### src/rtl/ctrl_interrupciones.sv
// ctrl_interrupciones
//   Interrupt controller in front of the single-cycle cpu. Rising edges on the
//   request lines are latched as pending; pending & mask feeds a fixed-priority
//   (lowest index wins) selector. A three-state handshake hands one request to
//   the cpu with its jump vector and waits for ack, then for eoi. No nesting.
// Ports
//   clk, reset      clock (rising) / asynchronous active-high reset
//   irq_in          raw request lines, clk-synchronous
//   mask_we,mask_in mask register load (1 = source enabled)
//   int_ack,int_eoi cpu handshake pulses
//   int_req         request to cpu
//   int_vector      VEC_BASE + index of the request being offered
//   in_service      handler running (between ack and eoi)
//   pending_out     pending register readback
//   mask_out        mask register readback
module ctrl_interrupciones #(
  parameter int              N_IRQ    = 8,
  parameter int              VEC_W    = 10,
  parameter logic [VEC_W-1:0] VEC_BASE = 10'h3F0
) (
  input  logic             clk,
  input  logic             reset,
  input  logic [N_IRQ-1:0] irq_in,
  input  logic             mask_we,
  input  logic [N_IRQ-1:0] mask_in,
  input  logic             int_ack,
  input  logic             int_eoi,
  output logic             int_req,
  output logic [VEC_W-1:0] int_vector,
  output logic             in_service,
  output logic [N_IRQ-1:0] pending_out,
  output logic [N_IRQ-1:0] mask_out
);

  localparam int IDX_W = (N_IRQ > 1) ? $clog2(N_IRQ) : 1;

  localparam logic [1:0] S_IDLE = 2'd0;
  localparam logic [1:0] S_REQ  = 2'd1;
  localparam logic [1:0] S_SRV  = 2'd2;

  logic [1:0]       state_q, state_d;
  logic [IDX_W-1:0] cur_idx_q, cur_idx_d;
  logic [N_IRQ-1:0] pend_q, pend_d;
  logic [N_IRQ-1:0] mask_q, mask_d;
  logic [N_IRQ-1:0] prev_q;
  logic [N_IRQ-1:0] edge_det, elig;
  logic [IDX_W-1:0] win_idx;
  logic             ack_clr;

  assign edge_det = irq_in & ~prev_q;
  assign elig     = pend_q & mask_q;
  assign ack_clr  = (state_q == S_REQ) && int_ack;
  assign mask_d   = mask_we ? mask_in : mask_q;

  // Fixed priority: scan downward so the lowest set index is the last write.
  always_comb begin
    win_idx = '0;
    for (int i = N_IRQ - 1; i >= 0; i--)
      if (elig[i]) win_idx = IDX_W'(i);
  end

  // Per-line pending bit. A fresh edge beats the ack clear in the same cycle
  // so a request arriving while being acknowledged is not lost.
  for (genvar g = 0; g < N_IRQ; g++) begin : g_pend
    assign pend_d[g] = edge_det[g] |
                       (pend_q[g] & ~(ack_clr && (cur_idx_q == IDX_W'(g))));
  end

  always_comb begin
    state_d   = state_q;
    cur_idx_d = cur_idx_q;
    case (state_q)
      S_IDLE: if (elig != '0) begin
        state_d   = S_REQ;
        cur_idx_d = win_idx;
      end
      // cur_idx stays frozen here: later arrivals or mask changes do not
      // retarget or withdraw an offered request. eoi is ignored in REQ.
      S_REQ:  if (int_ack) state_d = S_SRV;
      S_SRV:  if (int_eoi) state_d = S_IDLE;
      default: state_d = S_IDLE;
    endcase
  end

  always_ff @(posedge clk or posedge reset) begin
    if (reset) begin
      state_q   <= S_IDLE;
      cur_idx_q <= '0;
      pend_q    <= '0;
      mask_q    <= '0;
      prev_q    <= '0;
    end else begin
      state_q   <= state_d;
      cur_idx_q <= cur_idx_d;
      pend_q    <= pend_d;
      mask_q    <= mask_d;
      prev_q    <= irq_in;
    end
  end

  assign int_req     = (state_q == S_REQ);
  assign in_service  = (state_q == S_SRV);
  // Zero-extend the index; the add wraps mod 2^VEC_W.
  assign int_vector  = VEC_BASE + {{(VEC_W-IDX_W){1'b0}}, cur_idx_q};
  assign pending_out = pend_q;
  assign mask_out    = mask_q;

endmodule

### config.mk
export PLATFORM = sky130hd
export DESIGN_NAME = ctrl_interrupciones
export DESIGN_NICKNAME = d
export VERILOG_FILES = /design/src/rtl/ctrl_interrupciones.sv
export SDC_FILE = /design/constraint.sdc
export NUM_CORES = 1
export LEC_CHECK = 0
export CAP_MARGIN = 20
export CORE_UTILIZATION = 42
export DETAILED_ROUTE_END_ITERATION = 7
export PLACE_DENSITY = 0.86
export SYNTH_ARGS = -nofsm -noshare
export SYNTH_HDL_FRONTEND = slang
export SYNTH_SLANG_ARGS = --single-unit
### constraint.sdc
create_clock -name clk -period 1.7 [get_ports clk]
set_clock_uncertainty 0.15 [all_clocks]
set_input_delay 0.255 -clock clk [delete_from_list [all_inputs] [get_ports clk]]
set_output_delay 0.255 -clock clk [all_outputs]
set_load 0.02 [all_outputs]
# Word level (Yosys, flattened, before mapping)
# Cells that the tools add are included.
# word_totals
input_bits	21
regBits	29
output_inout_bits	28
wordCells	71
# op_classes
bitwise	27
n_addsub	1
n_reduce_logical	14
n_mux	12
eq_ne	12
# ops
cell	n
$mux 3	8
$and 8x8->8	2
$eq 3x3->1 const B	4
$logic_and 1x1->1	9
$and 1x1->1	8
$not 1->1	8
$not 8->8	1
$or 1x1->1	8
$reduce_bool 8->1	1
$add 5x4->6 const A	1
$eq 3x2->1 const B	2
$mux 2	3
$ne 2x2->1 const B	3
$pmux 2 s3	1
$eq 3x1->1 const B	1
$logic_not 3->1	1
$reduce_and 3->1	1
$eq 2x1->1 const B	1
$eq 2x2->1 const B	1
$logic_not 2->1	1
$reduce_and 2->1	1

# Longest topological paths before layout
# logic_depth
depth_word	9
depth_mapped	4
depth_no_buf	4

# Worst setup path before layout
# No wires, ideal clock.
# synth_timing
kind	reg2reg
startpoint	register pend_q[3], in the netlist pending_out[3]
endpoint	register cur_idx_q[0]
arrival_time_ns	1.128
path_slack_ns	0.282
t_required_ns	1.410
path_buffers	0
setup_time_ns	0.140
synth_period_minus_slack_ns	1.418
stages_incl_launch_ff	5
path_cell_list	dfrtp_1 a22oi_1 nand4_1 a21oi_1 a31oi_1
# synth_via
elab_chain_cells	5
elab_cells_between_ends	7
classes_between	mux (4); bitwise (1); reduce/logical (2)
# synth_lines
element	line_no	rtl
start: declaration	43	logic [N_IRQ-1:0] pend_q, pend_d;
start signal: assignment	95	pend_q <= pend_d;
$and 8x8->8 *	51	assign elig = pend_q & mask_q;
$mux 3 (4 in series)	59	if (elig[i]) win_idx = IDX_W'(i);
end signal: assignment	94	cur_idx_q <= cur_idx_d;
end: declaration	42	logic [IDX_W-1:0] cur_idx_q, cur_idx_d;
# Every way passes the cells marked *; elsewhere a longest branch is shown, timed or not.
# A chain may end at the register's enable or synchronous reset.

# Worst setup path in the final report
# layout_timing
startpoint	register state_q[1]
endpoint	output int_req
# layout_via
elab_chain_cells	1
# layout_lines
element	line_no	rtl
start: declaration	41	logic [1:0] state_q, state_d;
start signal: assignment	93	state_q <= state_d;
$eq 2x1->1	101	assign int_req = (state_q == S_REQ);
end: declaration	28	output logic int_req,
# Every way passes these cells.

==> out/results.ini <==
[status]
outcome = completed

[power_and_ir_drop]
max-vdd-ir-drop_mv = 0.929
p_per_area_nw_per_um2 = 1430
power.leakage_nw = 0.762

[clock_network]
clkTransAtPathRegs_ns = 0.11
clk_path_buf_depth = 2
numCtsBuffers = 5
cts_tree = done
cts_max_level = 2
cts.sink_count = 29
cts-root-buf = clkbuf_4
cts_hold_buf = 0
insertion_delay_ns = 0.34

[route]
drcViolationCount = 0
via_count = 1021
postRouteAntennaNets = 0
routed_via_density = 5.35
drtPass1Iterations = 4
routed_wl_mm = 2.81
detail_route.wl_per_cell_um = 14.7
drt_iter0_drc = 39

[global_routing]
gr-usage-all-layers_pct = 20.6
grt_max_degree = 30
globalRoute.totalOverflow = 0
grt_pass1_wl_mm = 4.62
grt_pass1_vias = 991
antenna_found_initial = 0

[timing]
maxSlewViolCount = 0
worst_slack_ns = 0.0974
rsz0062_at_grt = no
hold_viol_final = 0
fmax_mhz = 624
tns_ns = 0
min_period_over_period_pct = 94.3
timing.final.setup_violations = 0
fin_crit_ns = 1.60

[setup_path]
crit_fanout = 3
cp-start-kind = flip-flop
cp.required_ns = 1.29
worst-setup-path-type = flip-flop to output port
endpoint_kind = output port
arrival_ns = 1.20

[die]
die_y_um = 55.9
die_x_um = 55.9
coreArea_um2 = 2760
initial_utilization_pct = 44.2
io_pins = 49
row_count = 19
die_area_um2 = 3120

[synthesis]
ys.flop_type = dfrtp_1
ys_seq_area_share_pct = 59.5
yosysTopAreaCellShare_pct = 59.5
synth-async-reset-ratio_pct = 100
synthesis.area_um2 = 1220
synth_cell_type_count = 24
synth_most_common_cell = dfrtp_1
yosysTopAreaCell = dfrtp_1
synth_edf_count = 0
ys_warn_count = 0
synthCells = 108
netlist_top_cells_count = 29 x dfrtp_1, 15 x o21ai_0, 10 x inv_1
avgSynthCellArea_um2 = 11.3
synth_area_leaders = dfrtp_1 59%, mux2_2 7.4%, o21ai_0 6.2%
ys_ff_latch = 29

[finish]
final_area_um2 = 1730
diodes = 0
areaGrowthSynthToFinish_pct = 41.8
drive_above_1_share_pct = 15.6
finalCoreUtilization_pct = 62.7
fin_cells = 191
num-nets-final = 180

[flow_run]
cap_violations = 0

[placement]
dp_cells = 182
gp_routability_congestion = 0.867
io_buffers = 41
place_ws_ns = -0.0215
dpl_cell_area_um2 = 1670
dp_hpwl_mm = 2.07

[hold_path]
hp-class = input pin to async pin

kinds of logic (layout without fill, tap and decap cells):
| group | count (synthesis) | in the layout | share of synthesized area, % |
|---|---|---|---|
| other | 2 | 7 | 0.616 |
| flip-flops | 29 | 29 | 59.5 |
| multiplexers | 8 | 8 | 7.38 |
| buffers and inverters | 18 | 65 | 7.69 |
| AND/OR/NAND/NOR | 18 | 18 | 7.90 |
| AO/OA/AOI/OAI | 33 | 33 | 16.9 |
worst max-delay path, stage by stage, from the launching register on:
cell,delay [ns]
dfrtp_1,0.42
nor2b_1,0.11
dlygate4sd2_1,0.33
layout by cell type, fill, tap and decap left out:
cell / n
dfrtp_1: 29
clkdlybuf4s50_1: 20
dlygate4sd2_1: 20
o21ai_0: 15
inv_1: 10
mux2_2: 8
nand2_1: 8
conb_1: 7
buf_4: 6
a22oi_1: 5
a21oi_1: 5
clkbuf_4: 5
nand2b_1: 3
nor2_1: 2
a32o_1: 2
and2b_1: 1
nand4_1: 1
a222oi_1: 1
a31oi_1: 1
nor2b_1: 1
or3_4: 1
o31ai_2: 1
o21ai_1: 1
nand4b_1: 1
o31ai_1: 1
a211oi_1: 1
bufinv_16: 1
clkinv_4: 1
clkinvlp_4: 1
clkbuf_2: 1
path summary, 6_finish.rpt:
| check | startpoint | end | slack [ns] | depth (start not counted) |
|---|---|---|---|---|
| min reg2reg | prev_q[0] | pending_out[0] | 0.27 | 1 |
| max in group asynchronous | reset | mask_out[0] | 1.01 | 3 |
| max | state_q[1] | int_req | 0.1 | 2 |
| max reg2reg | pending_out[3] | cur_idx_q[0] | 0.18 | 4 |
| min in group clk | irq_in[0] | prev_q[0] | 0.22 | 1 |
| min | reset | prev_q[2] | 0.11 | 3 |
sequential cells by signal, summed over array words and instances, names as in the netlist:
signal,cells
pending_out,8
prev_q,8
mask_out,8
cur_idx_q,3
state_q,2
final cells by class:
type | count | area [um2]
Clock buffer | 5 | 37.5
Clock inverter | 3 | 46.3
Fill cell | 227 | 1030
Inverter | 10 | 37.5
Multi-Input combinational cell | 66 | 419
Sequential cell | 29 | 726
Tap cell | 31 | 38.8
Timing Repair Buffer | 47 | 425
where the power goes:
group          internal [mW]  total, mW  switching [mW]
Sequential             0.838      0.988           0.150
Clock                  0.311      0.569           0.258
Combinational          0.397      0.918           0.521
Total                   1.55       2.48           0.929
metal layers:
layer / vias to the layer above / GRT usage [%] / routed length, um
met5: - / 0 / 0
met4: 0 / 10.1 / 49
met3: 6 / 9.77 / 327
met2: 70 / 31.5 / 1320
met1: 473 / 24.3 / 1110
li1: 472 / - / -
stage by stage:
step	total power, mW	hold WS, ns
CTS	2.49	0.110
global route	2.62	0.160
global placement	1.96	0.248
floorplan	1.50	0.136
finish	2.48	0.110
detailed placement	2.00	0.253
what timing repair did:
action,4_1_cts,5_1_grt
setup buffers,1,0
gates cloned,0,0
setup endpoints to repair,21,1
endpoints found under the hold margin,0,0
resized for setup,21,2
Note: power is estimated with default switching activity, not from simulation.
